===== src/rtl/mac_seq_pkg.sv =====
// Shared types and default widths for the vector multiply-accumulate sequencer.
package mac_seq_pkg;

  localparam int AW_DEF = 5;
  localparam int LW_DEF = 5;

  typedef enum logic [1:0] {
    IDLE  = 2'd0,
    CLEAR = 2'd1,
    RUN   = 2'd2,
    WRITE = 2'd3
  } mac_state_t;

endpackage


===== src/rtl/mac_addr_gen.sv =====
// Base/length holding and wrapped rd/rs address stepping for one vector-MAC command.
module mac_addr_gen
  import mac_seq_pkg::*;
#(
  parameter int AW = AW_DEF,
  parameter int LW = LW_DEF
) (
  input  logic          clk,
  input  logic          n_reset,
  input  logic          load,
  input  logic          start,
  input  logic          advance,
  input  logic [AW-1:0] rd_base_in,
  input  logic [AW-1:0] rs_base_in,
  input  logic [LW-1:0] len_in,
  output logic [AW-1:0] rd_addr,
  output logic [AW-1:0] rs_addr,
  output logic          last
);

  logic [AW-1:0] rd_base_q;
  logic [AW-1:0] rs_base_q;
  logic [LW-1:0] len_q;
  logic [LW-1:0] idx_q;

  always_ff @(posedge clk) begin
    if (load) begin
      rd_base_q <= rd_base_in;
      rs_base_q <= rs_base_in;
      len_q     <= len_in;
    end
  end

  // Addresses only move when a beat is presented, so they hold outside RUN.
  // A keep command loads and starts on the same edge, hence the bypass.
  always_ff @(posedge clk or negedge n_reset) begin
    if (!n_reset) begin
      rd_addr <= '0;
      rs_addr <= '0;
      idx_q   <= '0;
    end else if (start) begin
      rd_addr <= load ? rd_base_in : rd_base_q;
      rs_addr <= load ? rs_base_in : rs_base_q;
      idx_q   <= '0;
    end else if (advance) begin
      rd_addr <= rd_addr + AW'(1);
      rs_addr <= rs_addr + AW'(1);
      idx_q   <= idx_q + LW'(1);
    end
  end

  assign last = (idx_q == (len_q - LW'(1)));

endmodule


===== src/rtl/mac_sequencer.sv =====
// Vector-MAC controller: sequences accumulator clear, read addresses and
// accumulate strobes for len beats, then writes back and pulses done.
module mac_sequencer
  import mac_seq_pkg::*;
#(
  parameter int AW = AW_DEF,
  parameter int LW = LW_DEF
) (
  input  logic          clk,
  input  logic          n_reset,
  input  logic          cmd_valid,
  output logic          cmd_ready,
  input  logic [AW-1:0] cmd_rd_base,
  input  logic [AW-1:0] cmd_rs_base,
  input  logic [LW-1:0] cmd_len,
  input  logic [AW-1:0] cmd_dest,
  input  logic          cmd_keep,
  input  logic          stall,
  input  logic          abort,
  output logic [AW-1:0] rd_addr,
  output logic [AW-1:0] rs_addr,
  output logic          acc_clr,
  output logic          acc_en,
  output logic          wr_en,
  output logic [AW-1:0] wr_addr,
  output logic          busy,
  output logic          done,
  output logic          err
);

  mac_state_t    state;
  logic [AW-1:0] dest_q;
  logic          accept;
  logic          load;
  logic          start;
  logic          advance;
  logic          last;

  assign cmd_ready = (state == IDLE);
  assign busy      = (state != IDLE);
  assign accept    = cmd_ready && cmd_valid;
  assign load      = accept && (cmd_len != '0);
  assign start     = (load && cmd_keep) || ((state == CLEAR) && !abort);
  assign advance   = (state == RUN) && !abort && !stall && !last;

  mac_addr_gen #(
    .AW(AW),
    .LW(LW)
  ) u_addr_gen (
    .clk        (clk),
    .n_reset    (n_reset),
    .load       (load),
    .start      (start),
    .advance    (advance),
    .rd_base_in (cmd_rd_base),
    .rs_base_in (cmd_rs_base),
    .len_in     (cmd_len),
    .rd_addr    (rd_addr),
    .rs_addr    (rs_addr),
    .last       (last)
  );

  always_ff @(posedge clk) begin
    if (load) dest_q <= cmd_dest;
  end

  // Strobes are one-cycle registered pulses decided on the edge that enters
  // the cycle they belong to; a stall seen in RUN suppresses the next beat.
  always_ff @(posedge clk or negedge n_reset) begin
    if (!n_reset) begin
      state   <= IDLE;
      acc_clr <= 1'b0;
      acc_en  <= 1'b0;
      wr_en   <= 1'b0;
      wr_addr <= '0;
      done    <= 1'b0;
      err     <= 1'b0;
    end else begin
      acc_clr <= 1'b0;
      acc_en  <= 1'b0;
      wr_en   <= 1'b0;
      done    <= 1'b0;
      err     <= 1'b0;
      case (state)
        IDLE: begin
          if (accept) begin
            if (cmd_len == '0) begin
              err <= 1'b1;
            end else if (cmd_keep) begin
              state  <= RUN;
              acc_en <= 1'b1;
            end else begin
              state   <= CLEAR;
              acc_clr <= 1'b1;
            end
          end
        end
        CLEAR: begin
          if (abort) begin
            state <= IDLE;
          end else begin
            state  <= RUN;
            acc_en <= 1'b1;
          end
        end
        RUN: begin
          if (abort) begin
            state <= IDLE;
          end else if (stall) begin
            state <= RUN;
          end else if (last) begin
            state   <= WRITE;
            wr_en   <= 1'b1;
            wr_addr <= dest_q;
          end else begin
            acc_en <= 1'b1;
          end
        end
        WRITE: begin
          state <= IDLE;
          done  <= !abort;
        end
        default: state <= IDLE;
      endcase
    end
  end

endmodule


===== config.mk =====
export PLATFORM = sky130hd
export DESIGN_NAME = mac_sequencer
export DESIGN_NICKNAME = d
export VERILOG_FILES = /design/src/rtl/mac_seq_pkg.sv /design/src/rtl/mac_addr_gen.sv /design/src/rtl/mac_sequencer.sv
export SDC_FILE = /design/constraint.sdc
export NUM_CORES = 1
export LEC_CHECK = 0
export ABC_AREA = 1
export CAP_MARGIN = 20
export CORE_UTILIZATION = 50
export CTS_BUF_LIST = sky130_fd_sc_hd__clkbuf_16
export DETAILED_ROUTE_END_ITERATION = 16
export PLACE_DENSITY = 0.79
export REMOVE_ABC_BUFFERS = 1
export SYNTH_ARGS = -nofsm -noshare
export SYNTH_HDL_FRONTEND = slang
export SYNTH_SLANG_ARGS = --single-unit

===== constraint.sdc =====
create_clock -name clk -period 1.95 [get_ports clk]
set_input_delay 0.39 -clock clk [delete_from_list [all_inputs] [get_ports clk]]
set_output_delay 0.39 -clock clk [all_outputs]
set_load 0.03 [all_outputs]

==> impl_metrics.json <==
{
  "gr-usage-all-layers_pct": 24.9,
  "fin_util_pct": 73.4,
  "first_iter_violations": 119,
  "leakagePower_uw": 0.00155,
  "drc_errors": 0,
  "grt_first_pass_wirelength_mm": 8.42,
  "nets": 368,
  "row_count": 23,
  "start_util_pct": 53.9,
  "ir_drop_v": 0.000859,
  "ys.warnings.count": 0,
  "cts_made_buffers": 5,
  "coreArea_mm2": 0.00414,
  "switching_share_pct": 38.9,
  "post_drt_via_cell_ratio": 5.15,
  "hold_path.class": "flip-flop to flip-flop",
  "drive_above_1_share_pct": 8.85,
  "period_share_pct": 93.5,
  "hold_viol": 0,
  "cellInternalPower_uw": 2730,
  "power_density_mw_per_mm2": 1470,
  "die_w_um": 68.8,
  "cp_data_arrival_time_ns": 2.00,
  "p_clk_share_pct": 22.3,
  "fin_crit_ns": 1.82,
  "netlist_area_mm2": 0.00223,
  "drt_pass1_iterations": 4,
  "synth_cell_types": 23,
  "p_comb_share_pct": 42.9,
  "ys_top_cells_by_area": "dfrtp_1 30%, nand2_1 20%, edfxtp_1 13%",
  "cp-start-kind": "flip-flop",
  "grt_max_degree": 28,
  "clockBufferDepth": 2,
  "wl_per_cell_um": 13.4,
  "path_clk_slew_ns": 0.07,
  "syn_inst": 278,
  "critPathCaptureType": "flip-flop",
  "crit_fanout": 8,
  "tightest_slew_ns": 0.363,
  "htree_levels": 2,
  "cts-root-buf": "clkbuf_16",
  "async_flop_share_pct": 57.4,
  "ctsHoldBuffers": 0,
  "clock_skew_ns": 0.00659,
  "grt_pass1_vias": 1860,
  "insertion_delay_ns": 0.29,
  "outcome": "completed",
  "synth_flop_cell": "dfrtp_1",
  "required_ns": 2.13,
  "synthTopCellsByCount": "118 x nand2_1, 29 x nand3_1, 27 x dfrtp_1",
  "maxSlewViolCount": 0,
  "total_power_uw": 4460,
  "clkSinkCount": 47,
  "ys_seq_elements": 47,
  "antenna_left": 0,
  "yosysSeqAreaShare_pct": 52.7,
  "seqPwrFrac_pct": 34.8,
  "diodes": 0,
  "cts_tree": "built",
  "cap_viol_max_count": 0,
  "gp_congestion": 0.825,
  "setup_viol": 0,
  "synth.avg_cell_area_um2": 8.03,
  "synth_top_area_cell": "dfrtp_1",
  "maxSlewHeadroom_pct": 75.8,
  "io_buffers": 47,
  "fin_cells": 389,
  "wirelength_mm": 5.20,
  "rsz0062_at_grt": "no",
  "switchingPower_uw": 1740,
  "fp.dieArea_mm2": 0.00474,
  "synth_edf_count": 10,
  "hpwl_mm": 3.63,
  "via_count": 2002,
  "syn_to_final_growth_pct": 36.3,
  "synth_most_common_cell": "nand2_1",
  "place_inst": 379,
  "crit_type": "flip-flop to flip-flop",
  "antenna_found_initial": 0,
  "nFillCells": 316,
  "overflow": 0,
  "synth_top_area_share_pct": 30.3,
  "io_pins": 48,
  "fmax_mhz": 548,
  "die_y_um": 68.8
}
[state kept, by name (all words and copies together) (netlist names)]
name and cells:
acc_clr 1, u_addr_gen.rs_addr 5, u_addr_gen.rs_base_q 5, wr_en 1, state 2, wr_addr 5, u_addr_gen.rd_base_q 5, u_addr_gen.idx_q 5
acc_en 1, err 1, done 1, u_addr_gen.len_q 5, u_addr_gen.rd_addr 5, dest_q 5
[power groups by stage]
stage | registers, uW | clock network [uW] | logic, uW
6_report | 1550 | 994 | 1910
3_3_place_gp | 1560 | 0 | 1840
5_1_grt | 1590 | 1050 | 2120
3_5_place_dp | 1570 | 0 | 1890
4_1_cts | 1550 | 1000 | 1900
2_1_floorplan | 1770 | 0 | 896
[metal layers]
| metal | global-route usage [%] | up-vias | wire (um) |
|---|---|---|---|
| met5 | 0 | - | 0 |
| met4 | 12.2 | 0 | 97 |
| met3 | 4.93 | 10 | 269 |
| met2 | 43.5 | 58 | 2650 |
| met1 | 28.9 | 945 | 2180 |
| li1 | - | 989 | - |
[what timing repair did]
item | in CTS | in global routing
endpoints found under the setup margin | 12 | 17
setup buffers | 0 | 2
gates cloned | 0 | 0
gates resized for setup | 3 | 3
pin swaps | 0 | 1
[worst max-delay path: stages, from the launching register on]
cell and delay (ns):
edfxtp_1 0.41, inv_1 0.12, ha_1 0.25, nand2_1 0.07
inv_1 0.04, nor2_1 0.07, nand2_1 0.05, nor2_1 0.13
nand3_2 0.14, buf_4 0.20, o21ai_0 0.17, nand2_1 0.07
[final cells by class]
class | count | area (um2) | share of cell area (%)
Clock buffer | 5 | 125 | 4.11
Clock inverter | 3 | 47.5 | 1.56
Inverter | 24 | 90.1 | 2.96
Multi-Input combinational cell | 199 | 927 | 30.5
Sequential cell | 47 | 1180 | 38.7
Tap cell | 50 | 62.6 | 2.06
Timing Repair Buffer | 61 | 614 | 20.2
[metrics by stage]
stage	worst slack [ns]	setup TNS, ns	hold slack [ns]	instance area (um2)
after global routing	0.00501	0	0.476	3040
after floorplan	0.0438	0	0.0944	2180
after CTS	0.0282	0	0.456	3010
final	0.127	0	0.453	3040
after global placement	0.0274	0	0.435	2840
after detailed placement	-0.0326	-0.166	0.439	2840
[cells in the final DEF, fill, tap and decap left out, drive strengths merged]
cell / count
nand4: 4
clkdlybuf4s50: 45
nand3b: 1
nor3: 1
nand3: 30
clkinv: 1
dfrtp: 27
ha: 4
nor2: 21
xor2: 5
o21ai: 7
o211ai: 1
xnor2: 4
nand2: 119
dfxtp: 10
dlygate4sd2: 2
inv: 25
edfxtp: 10
buf: 14
or2: 2
clkbuf: 5
bufinv: 1
[cells by family after synthesis]
kind of cell | count (synthesis) | synth area share [%]
xor+xnor | 9 | 3.53
compound gates | 8 | 1.91
fa+ha+maj | 4 | 2.24
flops | 47 | 52.7
simple gates | 178 | 33.3
buf+inv | 32 | 6.33
[worst paths after layout]
check                      slack (ns)  depth (start not counted)                                end                           from
max                              0.13                         11             wr_addr[1]$_DFFE_PN0P_  u_addr_gen.len_q[0]$_DFFE_PP_
min                              0.45                          2             wr_addr[3]$_DFFE_PN0P_            dest_q[3]$_DFFE_PP_
max reg2reg                      0.13                         11             wr_addr[1]$_DFFE_PN0P_  u_addr_gen.len_q[0]$_DFFE_PP_
min reg2reg                      0.45                          2             wr_addr[3]$_DFFE_PN0P_            dest_q[3]$_DFFE_PP_
max in group asynchronous        1.21                          2    u_addr_gen.idx_q[0]$_DFFE_PN0P_                        n_reset
min in group asynchronous        0.48                          2  u_addr_gen.rs_addr[3]$_DFFE_PN0P_                        n_reset
Note: power is estimated with default switching activity, not from simulation.
